<file path="src/rtl/mem_arbiter_if.sv">
// Request/response bundle between the fetch unit, the data port, the shared
// memory and the memory arbiter. The master modport is the arbiter's view.
interface mem_arbiter_if #(
  parameter int ADDR_W = 32,
  parameter int DATA_W = 32
);
  logic              if_req_i;
  logic [ADDR_W-1:0] if_addr_i;
  logic              if_flush_i;
  logic              if_gnt_o;
  logic              if_rvalid_o;
  logic [DATA_W-1:0] if_rdata_o;
  logic              dm_req_i;
  logic              dm_we_i;
  logic [ADDR_W-1:0] dm_addr_i;
  logic [DATA_W-1:0] dm_wdata_i;
  logic              dm_gnt_o;
  logic              dm_rvalid_o;
  logic [DATA_W-1:0] dm_rdata_o;
  logic [ADDR_W-1:0] mem_addr_o;
  logic              mem_rd_wr_o;
  logic              mem_op_en_o;
  logic [DATA_W-1:0] mem_wdata_o;
  logic              mem_ready_i;
  logic [DATA_W-1:0] mem_rdata_i;
  logic              stall_o;

  modport master (
    input  if_req_i, if_addr_i, if_flush_i, dm_req_i, dm_we_i, dm_addr_i,
           dm_wdata_i, mem_ready_i, mem_rdata_i,
    output if_gnt_o, if_rvalid_o, if_rdata_o, dm_gnt_o, dm_rvalid_o, dm_rdata_o,
           mem_addr_o, mem_rd_wr_o, mem_op_en_o, mem_wdata_o, stall_o
  );

  modport slave (
    output if_req_i, if_addr_i, if_flush_i, dm_req_i, dm_we_i, dm_addr_i,
           dm_wdata_i, mem_ready_i, mem_rdata_i,
    input  if_gnt_o, if_rvalid_o, if_rdata_o, dm_gnt_o, dm_rvalid_o, dm_rdata_o,
           mem_addr_o, mem_rd_wr_o, mem_op_en_o, mem_wdata_o, stall_o
  );
endinterface

</file>
<file path="src/rtl/mem_arbiter.sv">
// Single-outstanding arbiter sharing one memory port between instruction fetch
// and data access. Define MEM_ARB_RR_EN for round-robin on contention (default: dm > if).
module mem_arbiter #(
  parameter int ADDR_W = 32,
  parameter int DATA_W = 32
) (
  input  logic          clk,
  input  logic          reset_n,
  mem_arbiter_if.master bus
);

  localparam logic RD = 1'b0;
  localparam logic WR = 1'b1;

  typedef enum logic [1:0] {IDLE, SERVE_IF, SERVE_DM} state_t;

  state_t            r_state;
  state_t            w_next;
  logic              w_gnt_if;
  logic              w_gnt_dm;
  logic              w_pick_dm;
  logic [ADDR_W-1:0] r_addr;
  logic              r_we;
  logic [DATA_W-1:0] r_wdata;
  logic              r_flush_seen;
  logic              r_if_rvalid;
  logic              r_dm_rvalid;
  logic [DATA_W-1:0] r_if_rdata;
  logic [DATA_W-1:0] r_dm_rdata;
`ifdef MEM_ARB_RR_EN
  logic              r_last_dm;
`endif

  always_comb begin
    w_next    = r_state;
    w_gnt_if  = 1'b0;
    w_gnt_dm  = 1'b0;
    w_pick_dm = bus.dm_req_i;
`ifdef MEM_ARB_RR_EN
    // On contention the requester not served last wins.
    if (bus.dm_req_i && bus.if_req_i) w_pick_dm = ~r_last_dm;
`endif
    case (r_state)
      IDLE: begin
        if (reset_n) begin
          if (w_pick_dm) begin
            w_gnt_dm = 1'b1;
            w_next   = SERVE_DM;
          end else if (bus.if_req_i) begin
            w_gnt_if = 1'b1;
            w_next   = SERVE_IF;
          end
        end
      end
      SERVE_IF, SERVE_DM: begin
        if (bus.mem_ready_i) w_next = IDLE;
      end
      default: w_next = IDLE;
    endcase
  end

  always_ff @(posedge clk or negedge reset_n) begin
    if (!reset_n) begin
      r_state      <= IDLE;
      r_addr       <= '0;
      r_we         <= RD;
      r_wdata      <= '0;
      r_flush_seen <= 1'b0;
      r_if_rvalid  <= 1'b0;
      r_dm_rvalid  <= 1'b0;
      r_if_rdata   <= '0;
      r_dm_rdata   <= '0;
`ifdef MEM_ARB_RR_EN
      r_last_dm    <= 1'b0;
`endif
    end else begin
      r_state     <= w_next;
      r_if_rvalid <= 1'b0;
      r_dm_rvalid <= 1'b0;
      if (w_gnt_if || w_gnt_dm) begin
        r_addr       <= w_gnt_dm ? bus.dm_addr_i : bus.if_addr_i;
        r_we         <= w_gnt_dm ? bus.dm_we_i : RD;
        r_flush_seen <= 1'b0;
`ifdef MEM_ARB_RR_EN
        r_last_dm    <= w_gnt_dm;
`endif
      end
      // Fetches keep the previous write data on the bus; it is unused for reads.
      if (w_gnt_dm) r_wdata <= bus.dm_wdata_i;
      if (r_state == SERVE_IF) begin
        if (bus.if_flush_i) r_flush_seen <= 1'b1;
        if (bus.mem_ready_i && !bus.if_flush_i && !r_flush_seen) begin
          r_if_rvalid <= 1'b1;
          r_if_rdata  <= bus.mem_rdata_i;
        end
      end
      if (r_state == SERVE_DM && bus.mem_ready_i) begin
        r_dm_rvalid <= 1'b1;
        if (r_we == RD) r_dm_rdata <= bus.mem_rdata_i;
      end
    end
  end

  assign bus.if_gnt_o    = w_gnt_if;
  assign bus.dm_gnt_o    = w_gnt_dm;
  assign bus.if_rvalid_o = r_if_rvalid;
  assign bus.if_rdata_o  = r_if_rdata;
  assign bus.dm_rvalid_o = r_dm_rvalid;
  assign bus.dm_rdata_o  = r_dm_rdata;
  assign bus.mem_op_en_o = (r_state != IDLE);
  assign bus.mem_addr_o  = r_addr;
  assign bus.mem_rd_wr_o = r_we;
  assign bus.mem_wdata_o = r_wdata;
  assign bus.stall_o     = reset_n &
                           ((bus.if_req_i & ~w_gnt_if) | (bus.dm_req_i & ~w_gnt_dm));

endmodule
</file>
<file path="src/flat_wrapper.sv">
// flat-port wrapper written by rule: the top's interface ports become plain ports
module mem_arbiter_flat 
#(
  parameter int ADDR_W = 32,
  parameter int DATA_W = 32
)
  (clk, reset_n, bus_if_req_i, bus_if_addr_i, bus_if_flush_i, bus_dm_req_i, bus_dm_we_i, bus_dm_addr_i, bus_dm_wdata_i, bus_mem_ready_i, bus_mem_rdata_i, bus_if_gnt_o, bus_if_rvalid_o, bus_if_rdata_o, bus_dm_gnt_o, bus_dm_rvalid_o, bus_dm_rdata_o, bus_mem_addr_o, bus_mem_rd_wr_o, bus_mem_op_en_o, bus_mem_wdata_o, bus_stall_o);
  mem_arbiter_if #(.ADDR_W(ADDR_W), .DATA_W(DATA_W)) bus_i ();
  input  logic clk;
  input  logic reset_n;
  input wire logic [$bits(bus_i.if_req_i)-1:0] bus_if_req_i;
  input wire logic [$bits(bus_i.if_addr_i)-1:0] bus_if_addr_i;
  input wire logic [$bits(bus_i.if_flush_i)-1:0] bus_if_flush_i;
  input wire logic [$bits(bus_i.dm_req_i)-1:0] bus_dm_req_i;
  input wire logic [$bits(bus_i.dm_we_i)-1:0] bus_dm_we_i;
  input wire logic [$bits(bus_i.dm_addr_i)-1:0] bus_dm_addr_i;
  input wire logic [$bits(bus_i.dm_wdata_i)-1:0] bus_dm_wdata_i;
  input wire logic [$bits(bus_i.mem_ready_i)-1:0] bus_mem_ready_i;
  input wire logic [$bits(bus_i.mem_rdata_i)-1:0] bus_mem_rdata_i;
  output wire logic [$bits(bus_i.if_gnt_o)-1:0] bus_if_gnt_o;
  output wire logic [$bits(bus_i.if_rvalid_o)-1:0] bus_if_rvalid_o;
  output wire logic [$bits(bus_i.if_rdata_o)-1:0] bus_if_rdata_o;
  output wire logic [$bits(bus_i.dm_gnt_o)-1:0] bus_dm_gnt_o;
  output wire logic [$bits(bus_i.dm_rvalid_o)-1:0] bus_dm_rvalid_o;
  output wire logic [$bits(bus_i.dm_rdata_o)-1:0] bus_dm_rdata_o;
  output wire logic [$bits(bus_i.mem_addr_o)-1:0] bus_mem_addr_o;
  output wire logic [$bits(bus_i.mem_rd_wr_o)-1:0] bus_mem_rd_wr_o;
  output wire logic [$bits(bus_i.mem_op_en_o)-1:0] bus_mem_op_en_o;
  output wire logic [$bits(bus_i.mem_wdata_o)-1:0] bus_mem_wdata_o;
  output wire logic [$bits(bus_i.stall_o)-1:0] bus_stall_o;
  assign bus_i.if_req_i = bus_if_req_i;
  assign bus_i.if_addr_i = bus_if_addr_i;
  assign bus_i.if_flush_i = bus_if_flush_i;
  assign bus_i.dm_req_i = bus_dm_req_i;
  assign bus_i.dm_we_i = bus_dm_we_i;
  assign bus_i.dm_addr_i = bus_dm_addr_i;
  assign bus_i.dm_wdata_i = bus_dm_wdata_i;
  assign bus_i.mem_ready_i = bus_mem_ready_i;
  assign bus_i.mem_rdata_i = bus_mem_rdata_i;
  assign bus_if_gnt_o = bus_i.if_gnt_o;
  assign bus_if_rvalid_o = bus_i.if_rvalid_o;
  assign bus_if_rdata_o = bus_i.if_rdata_o;
  assign bus_dm_gnt_o = bus_i.dm_gnt_o;
  assign bus_dm_rvalid_o = bus_i.dm_rvalid_o;
  assign bus_dm_rdata_o = bus_i.dm_rdata_o;
  assign bus_mem_addr_o = bus_i.mem_addr_o;
  assign bus_mem_rd_wr_o = bus_i.mem_rd_wr_o;
  assign bus_mem_op_en_o = bus_i.mem_op_en_o;
  assign bus_mem_wdata_o = bus_i.mem_wdata_o;
  assign bus_stall_o = bus_i.stall_o;
  mem_arbiter #(.ADDR_W(ADDR_W), .DATA_W(DATA_W)) u_core (.clk(clk), .reset_n(reset_n), .bus(bus_i));
endmodule
</file>
<file path="config.mk">
export PLATFORM = sky130hd
export DESIGN_NAME = mem_arbiter_flat
export DESIGN_NICKNAME = d
export VERILOG_FILES = /design/src/rtl/mem_arbiter_if.sv /design/src/rtl/mem_arbiter.sv /design/src/flat_wrapper.sv
export SDC_FILE = /design/constraint.sdc
export NUM_CORES = 1
export LEC_CHECK = 0
export CORE_MARGIN = 5
export CORE_UTILIZATION = 35
export CTS_CLUSTER_DIAMETER = 80
export CTS_CLUSTER_SIZE = 24
export DETAILED_ROUTE_END_ITERATION = 12
export HOLD_SLACK_MARGIN = 0.03
export PLACE_DENSITY_LB_ADDON = 0.3
export SETUP_SLACK_MARGIN = 0.2
export SYNTH_ARGS = -nofsm -noshare
export SYNTH_HDL_FRONTEND = slang
export SYNTH_SLANG_ARGS = --single-unit
</file>
<file path="constraint.sdc">
create_clock -name clk -period 3.45 [get_ports clk]
set_input_delay 1.035 -clock clk [delete_from_list [all_inputs] [get_ports clk]]
set_output_delay 1.035 -clock clk [all_outputs]
set_load 0.02 [all_outputs]
</file>
Word-level counts from Yosys, hierarchy flattened
Index checks and enable logic that the tools add are counted.
{ "word_totals": {"mem_bits_ro": 0, "word_cells": 53, "n_memories": 0, "out_inout_bits": 135, "inputBits": 135, "regBits": 134, "latch_bits": 0, "ram_bits": 0} }
{ "op_classes": {"order_cmp": 0, "n_reduce_logical": 12, "bitwise_logic": 7, "n_addsub": 0, "n_div": 0, "n_mul": 0, "eq_ne": 5, "n_shift": 0, "n_mux": 20} }
{ "op_table": {"columns": ["cell", "n"], "rows": [
  ["32-bit two-way mux", 1],
  ["1-bit two-way mux", 14],
  ["2-bit two-way mux", 4],
  ["2-bit != test (second input constant)", 2],
  ["2-bit case mux with 2 select lines", 1],
  ["2-bit AND reduction", 2],
  ["1-bit AND", 3],
  ["1-bit logical AND", 3],
  ["3-bit != test (second input constant)", 1],
  ["1-bit NOT", 3],
  ["3-bit AND reduction", 1],
  ["2-bit by 1-bit == test with 1-bit output (second input constant)", 1],
  ["2-bit == test (second input constant)", 1],
  ["1-bit zero test", 2],
  ["2-bit zero test", 1],
  ["2-bit nonzero test", 1],
  ["2-bit OR reduction", 1],
  ["1-bit logical OR", 1],
  ["1-bit OR", 1]
]} }

Longest topological paths before layout
Gate-level depths: netlist of run 1.
{ "logic_depth": {"depth_word": 8, "depth_mapped": 8, "mapped_depth_nobuf": 6} }

Least setup slack after synthesis of run 1
No wires, ideal clock.
{ "synth_path": {"kind": "input-to-output", "start": "input bus_if_req_i", "end": "output bus_stall_o", "path_buffers": 0, "arrival_ns": 1.598, "slack_ns": 0.817, "cell_stages": 2, "path_cell_list": "o21ai_0 > a21boi_0"} }
{ "synth_between": {"elab_chain_cells": 8} }
{ "synth_lines": {"columns": ["item", "line", "rtl"], "rows": [
  ["start: declaration", "flat_wrapper.sv:11", "input wire logic [$bits(bus_i.if_req_i)-1:0] bus_if_req_i;"],
  ["1-bit two-way mux", "mem_arbiter.sv:49", "end else if (bus.if_req_i) begin"],
  ["1-bit two-way mux", "mem_arbiter.sv:46", "if (w_pick_dm) begin"],
  ["1-bit two-way mux", "mem_arbiter.sv:45", "if (reset_n) begin"],
  ["1-bit two-way mux", "mem_arbiter.sv:43", "case (r_state)"],
  ["1-bit NOT", "mem_arbiter.sv:115", "((bus.if_req_i & ~w_gnt_if) | (bus.dm_req_i & ~w_gnt_dm));"],
  ["1-bit AND (*)", "mem_arbiter.sv:115", null],
  ["1-bit OR (*)", "mem_arbiter.sv:115", null],
  ["1-bit AND (*)", "mem_arbiter.sv:114", "assign bus.stall_o = reset_n &"],
  ["end: declaration", "flat_wrapper.sv:30", "output wire logic [$bits(bus_i.stall_o)-1:0] bus_stall_o;"]
]} }
Mark *: on every way between the ends. The rest lies on a longest branch, timed or not.

Final worst setup path of run 1
Same ends and word-level chain as after synthesis.

==> results.py, run 1 <==
metrics = {
    "run_status": {
        "status": "finished clean",
    },
    "floorplan": {
        "die_area_um2": 18600,
        "rows": 46,
        "coreArea_um2": 15800,
        "die_y_um": 136,
        "dieWidth_um": 136,
        "initial_utilization_pct": 35.3,
        "ioPinCount": 270,
    },
    "placement": {
        "place_ws_ns": -0.0347,
        "place.port_buffers": 269,
        "dp_hpwl_um": 11700,
        "gp_congestion": 0.819,
    },
    "routing": {
        "vias": 4370,
        "first_iter_violations": 147,
        "drcViolationCount": 0,
        "wl_um": 16100,
        "viasPerCell": 4.63,
        "drt_first_pass_iters": 4,
        "ant_nets": 0,
        "detail_route.wl_per_cell_um": 17.1,
    },
    "global_routing": {
        "grt_max_degree": 76,
        "grt_pass1_vias": 4806,
        "grt_pass1_wl_um": 25200,
        "antenna_found_initial": 0,
        "grt_overflow": 0,
        "grt_usage_pct": 17.4,
    },
    "synthesis": {
        "syn-mean-instance-area_um2": 12.5,
        "netlist_area_um2": 5570,
        "yosysTopAreaCell": "dfrtp_1",
        "netlist_instances": 446,
        "synth_warnings": 0,
        "synth_seq_cells": 134,
        "netlist_top_cells_area": "dfrtp_1, mux2_4, nand2_1",
        "synth_fp_nets": 585,
        "netlist-cell-type-count": 27,
        "synth.yosys.seq_area_share_pct": 60.2,
        "synth.top_cell.area_share_pct": 60.2,
    },
    "finish": {
        "antenna_cells": 0,
        "final_util_pct": 56.8,
        "nFillCells": 1342,
        "syn_to_final_growth_pct": 60.8,
        "drive_gt1_share_pct": 15.1,
        "nets": 855,
        "final_common_cell": "clkdlybuf4s50_1",
        "final_cell_mix": "clkdlybuf4s50_1, dfrtp_1, nand2_1",
    },
    "clocking": {
        "cts_setup_buffers": 0,
        "cts_tree": "done",
        "cts_root_buf": "clkbuf_16",
        "path_clk_slew_ns": 0.06,
        "hold_buffers": 0,
        "clockBufferDepth": 2,
        "clkSinkCount": 134,
        "clk-insertion-delay-late_ns": 0.41,
        "cts_buffers": 17,
        "htree_levels": 4,
    },
    "timing": {
        "skew_ns": 0.00731,
        "timing.final.crit_period_ns": 3.19,
        "post-route-period-util_pct": 92.5,
        "setup_tns_ns": 0,
        "worst_pin_slew_ns": 0.917,
        "drv_slew": 0,
        "finalHoldViolCount": 0,
        "max-slew-margin-rel_pct": 38.9,
        "finalSetupViolCount": 0,
        "max_freq_ghz": 0.313,
        "rsz0062_at_grt": "no",
        "layout_setup_ws_ns": 0.260,
    },
    "critical_path": {
        "worstPathRequired_ns": 2.41,
        "crit_fanout": 4,
        "crit_type": "primary input to output pin",
        "worstSetupStartpointType": "primary input",
        "crit_arrival_ns": 2.16,
        "cp-end-kind": "output pin",
    },
    "pwr": {
        "power.total_mw": 8.59,
        "ir_drop_mv": 0.387,
        "power.leakage_nw": 4.00,
        "pwr_density_cell_nw_per_um2": 958,
    },
    "run": {
        "cap_violations": 0,
    },
    "hold_path": {
        "hold_class": "register to register",
    },
}
==> final cells by class <==
class / instances / area, um2 / share of cell area, %
multi-input cells: 279 / 1980 / 22.1
inverters: 5 / 18.8 / 0.209
flip-flops and latches: 134 / 3350 / 37.4
clock buffers: 21 / 450 / 5.03
clock inverters: 9 / 81.3 / 0.907
repair buffers: 279 / 2800 / 31.3
well taps: 216 / 270 / 3.02
==> report_power, final <==
group          switching [mW]  total (mW)  internal [mW]
Clock                   0.640        1.64          0.996
Combinational            1.98        4.18           2.20
Sequential              0.434        2.77           2.34
Total                    3.06        8.59           5.53
==> worst max-delay path, stage by stage <==
cell,delay (ns)
clkdlybuf4s50_1,0.53
o21ai_0,0.10
a21boi_0,0.15
clkdlybuf4s15_1,0.33
==> flip-flops by register name, summed over array words and instances (netlist names) <==
signal,count
u_core.bus.dm_rdata_o,32
u_core.bus.if_rdata_o,32
u_core.bus.if_rvalid_o,1
u_core.bus.mem_addr_o,32
u_core.bus.mem_wdata_o,32
u_core.bus.mem_rd_wr_o,1
u_core.r_flush_seen,1
u_core.bus.dm_rvalid_o,1
u_core.r_state,2
==> worst paths after layout <==
path                                                         from                                      to  slack, ns  cells past startpoint
max                                                  bus_if_req_i                             bus_stall_o       0.26                      4
min in group asynchronous                                 reset_n           u_core.r_flush_seen$_DFF_PN0_       0.81                      2
max reg2reg                         u_core.r_state[0]$_DFFE_PN0P_      u_core.bus.mem_rd_wr_o$_DFFE_PN0P_       1.49                      7
min                        u_core.bus.mem_wdata_o[14]$_DFFE_PN0N_  u_core.bus.mem_wdata_o[14]$_DFFE_PN0N_       0.47                      2
max in group asynchronous                                 reset_n   u_core.bus.if_rdata_o[10]$_DFFE_PN0P_       1.24                      3
min reg2reg                u_core.bus.mem_wdata_o[14]$_DFFE_PN0N_  u_core.bus.mem_wdata_o[14]$_DFFE_PN0N_       0.47                      2
==> synthesized netlist by cell type <==
library cell and n:
dfrtp_1 134, nand2_1 96, mux2_4 59, nor2_1 33
nor3_1 32, o22ai_1 32, buf_2 13, buf_6 5
mux2_2 5, buf_4 4, ha_1 4, nand2b_1 4
a31oi_1 3, buf_12 3, clkbuf_1 3, inv_1 3
a22o_1 2, inv_2 2, a21boi_0 1, a41o_1 1
and2_4 1, and4bb_1 1, nand2b_2 1, nand3_1 1
nand4b_2 1, o21ai_0 1, or3b_1 1
==> per-layer routing <==
layer,track usage [%],wire (um)
met1,20.4,6350
met2,28.2,7500
met3,8.03,2000
met4,6.27,247
met5,0,0
==> kinds of logic (layout without fill, tap and decap cells) <==
family | after synthesis | count (layout) | share of synthesized area (%)
buffers and inverters | 33 | 314 | 4.33
DFF | 134 | 134 | 60.2
muxes | 64 | 64 | 16.9
AOI/OAI and AO/OA | 40 | 40 | 4.65
and+or+nand+nor | 171 | 171 | 13.1
adders and majority gates | 4 | 4 | 0.898
==> stage by stage <==
stage | hold slack [ns] | instance area (um2) | std cells
2_1_floorplan | 0.458 | 5570 | 446
3_3_place_gp | 0.457 | 8430 | 913
3_5_place_dp | 0.466 | 8430 | 913
4_1_cts | 0.480 | 8960 | 943
5_1_grt | 0.495 | 8960 | 943
6_report | 0.475 | 8960 | 943
==> what timing repair did <==
action	4_1_cts	5_1_grt
cloned	0	0
endpoints found under the setup margin	2	2
resized for setup	2	2
Note: power is estimated with default switching activity, not from simulation.
==> run 2, diff against run 1 <==
--- a/config.mk
+++ b/config.mk
@@ -13,6 +13,7 @@
 export HOLD_SLACK_MARGIN = 0.03
 export PLACE_DENSITY_LB_ADDON = 0.3
 export SETUP_SLACK_MARGIN = 0.2
+export SLEW_MARGIN = 15
 export SYNTH_ARGS = -nofsm -noshare
 export SYNTH_HDL_FRONTEND = slang
 export SYNTH_SLANG_ARGS = --single-unit
==> results of run 2 <==
Same layout as run 1: the final DEF is identical, and so are final timing and power.
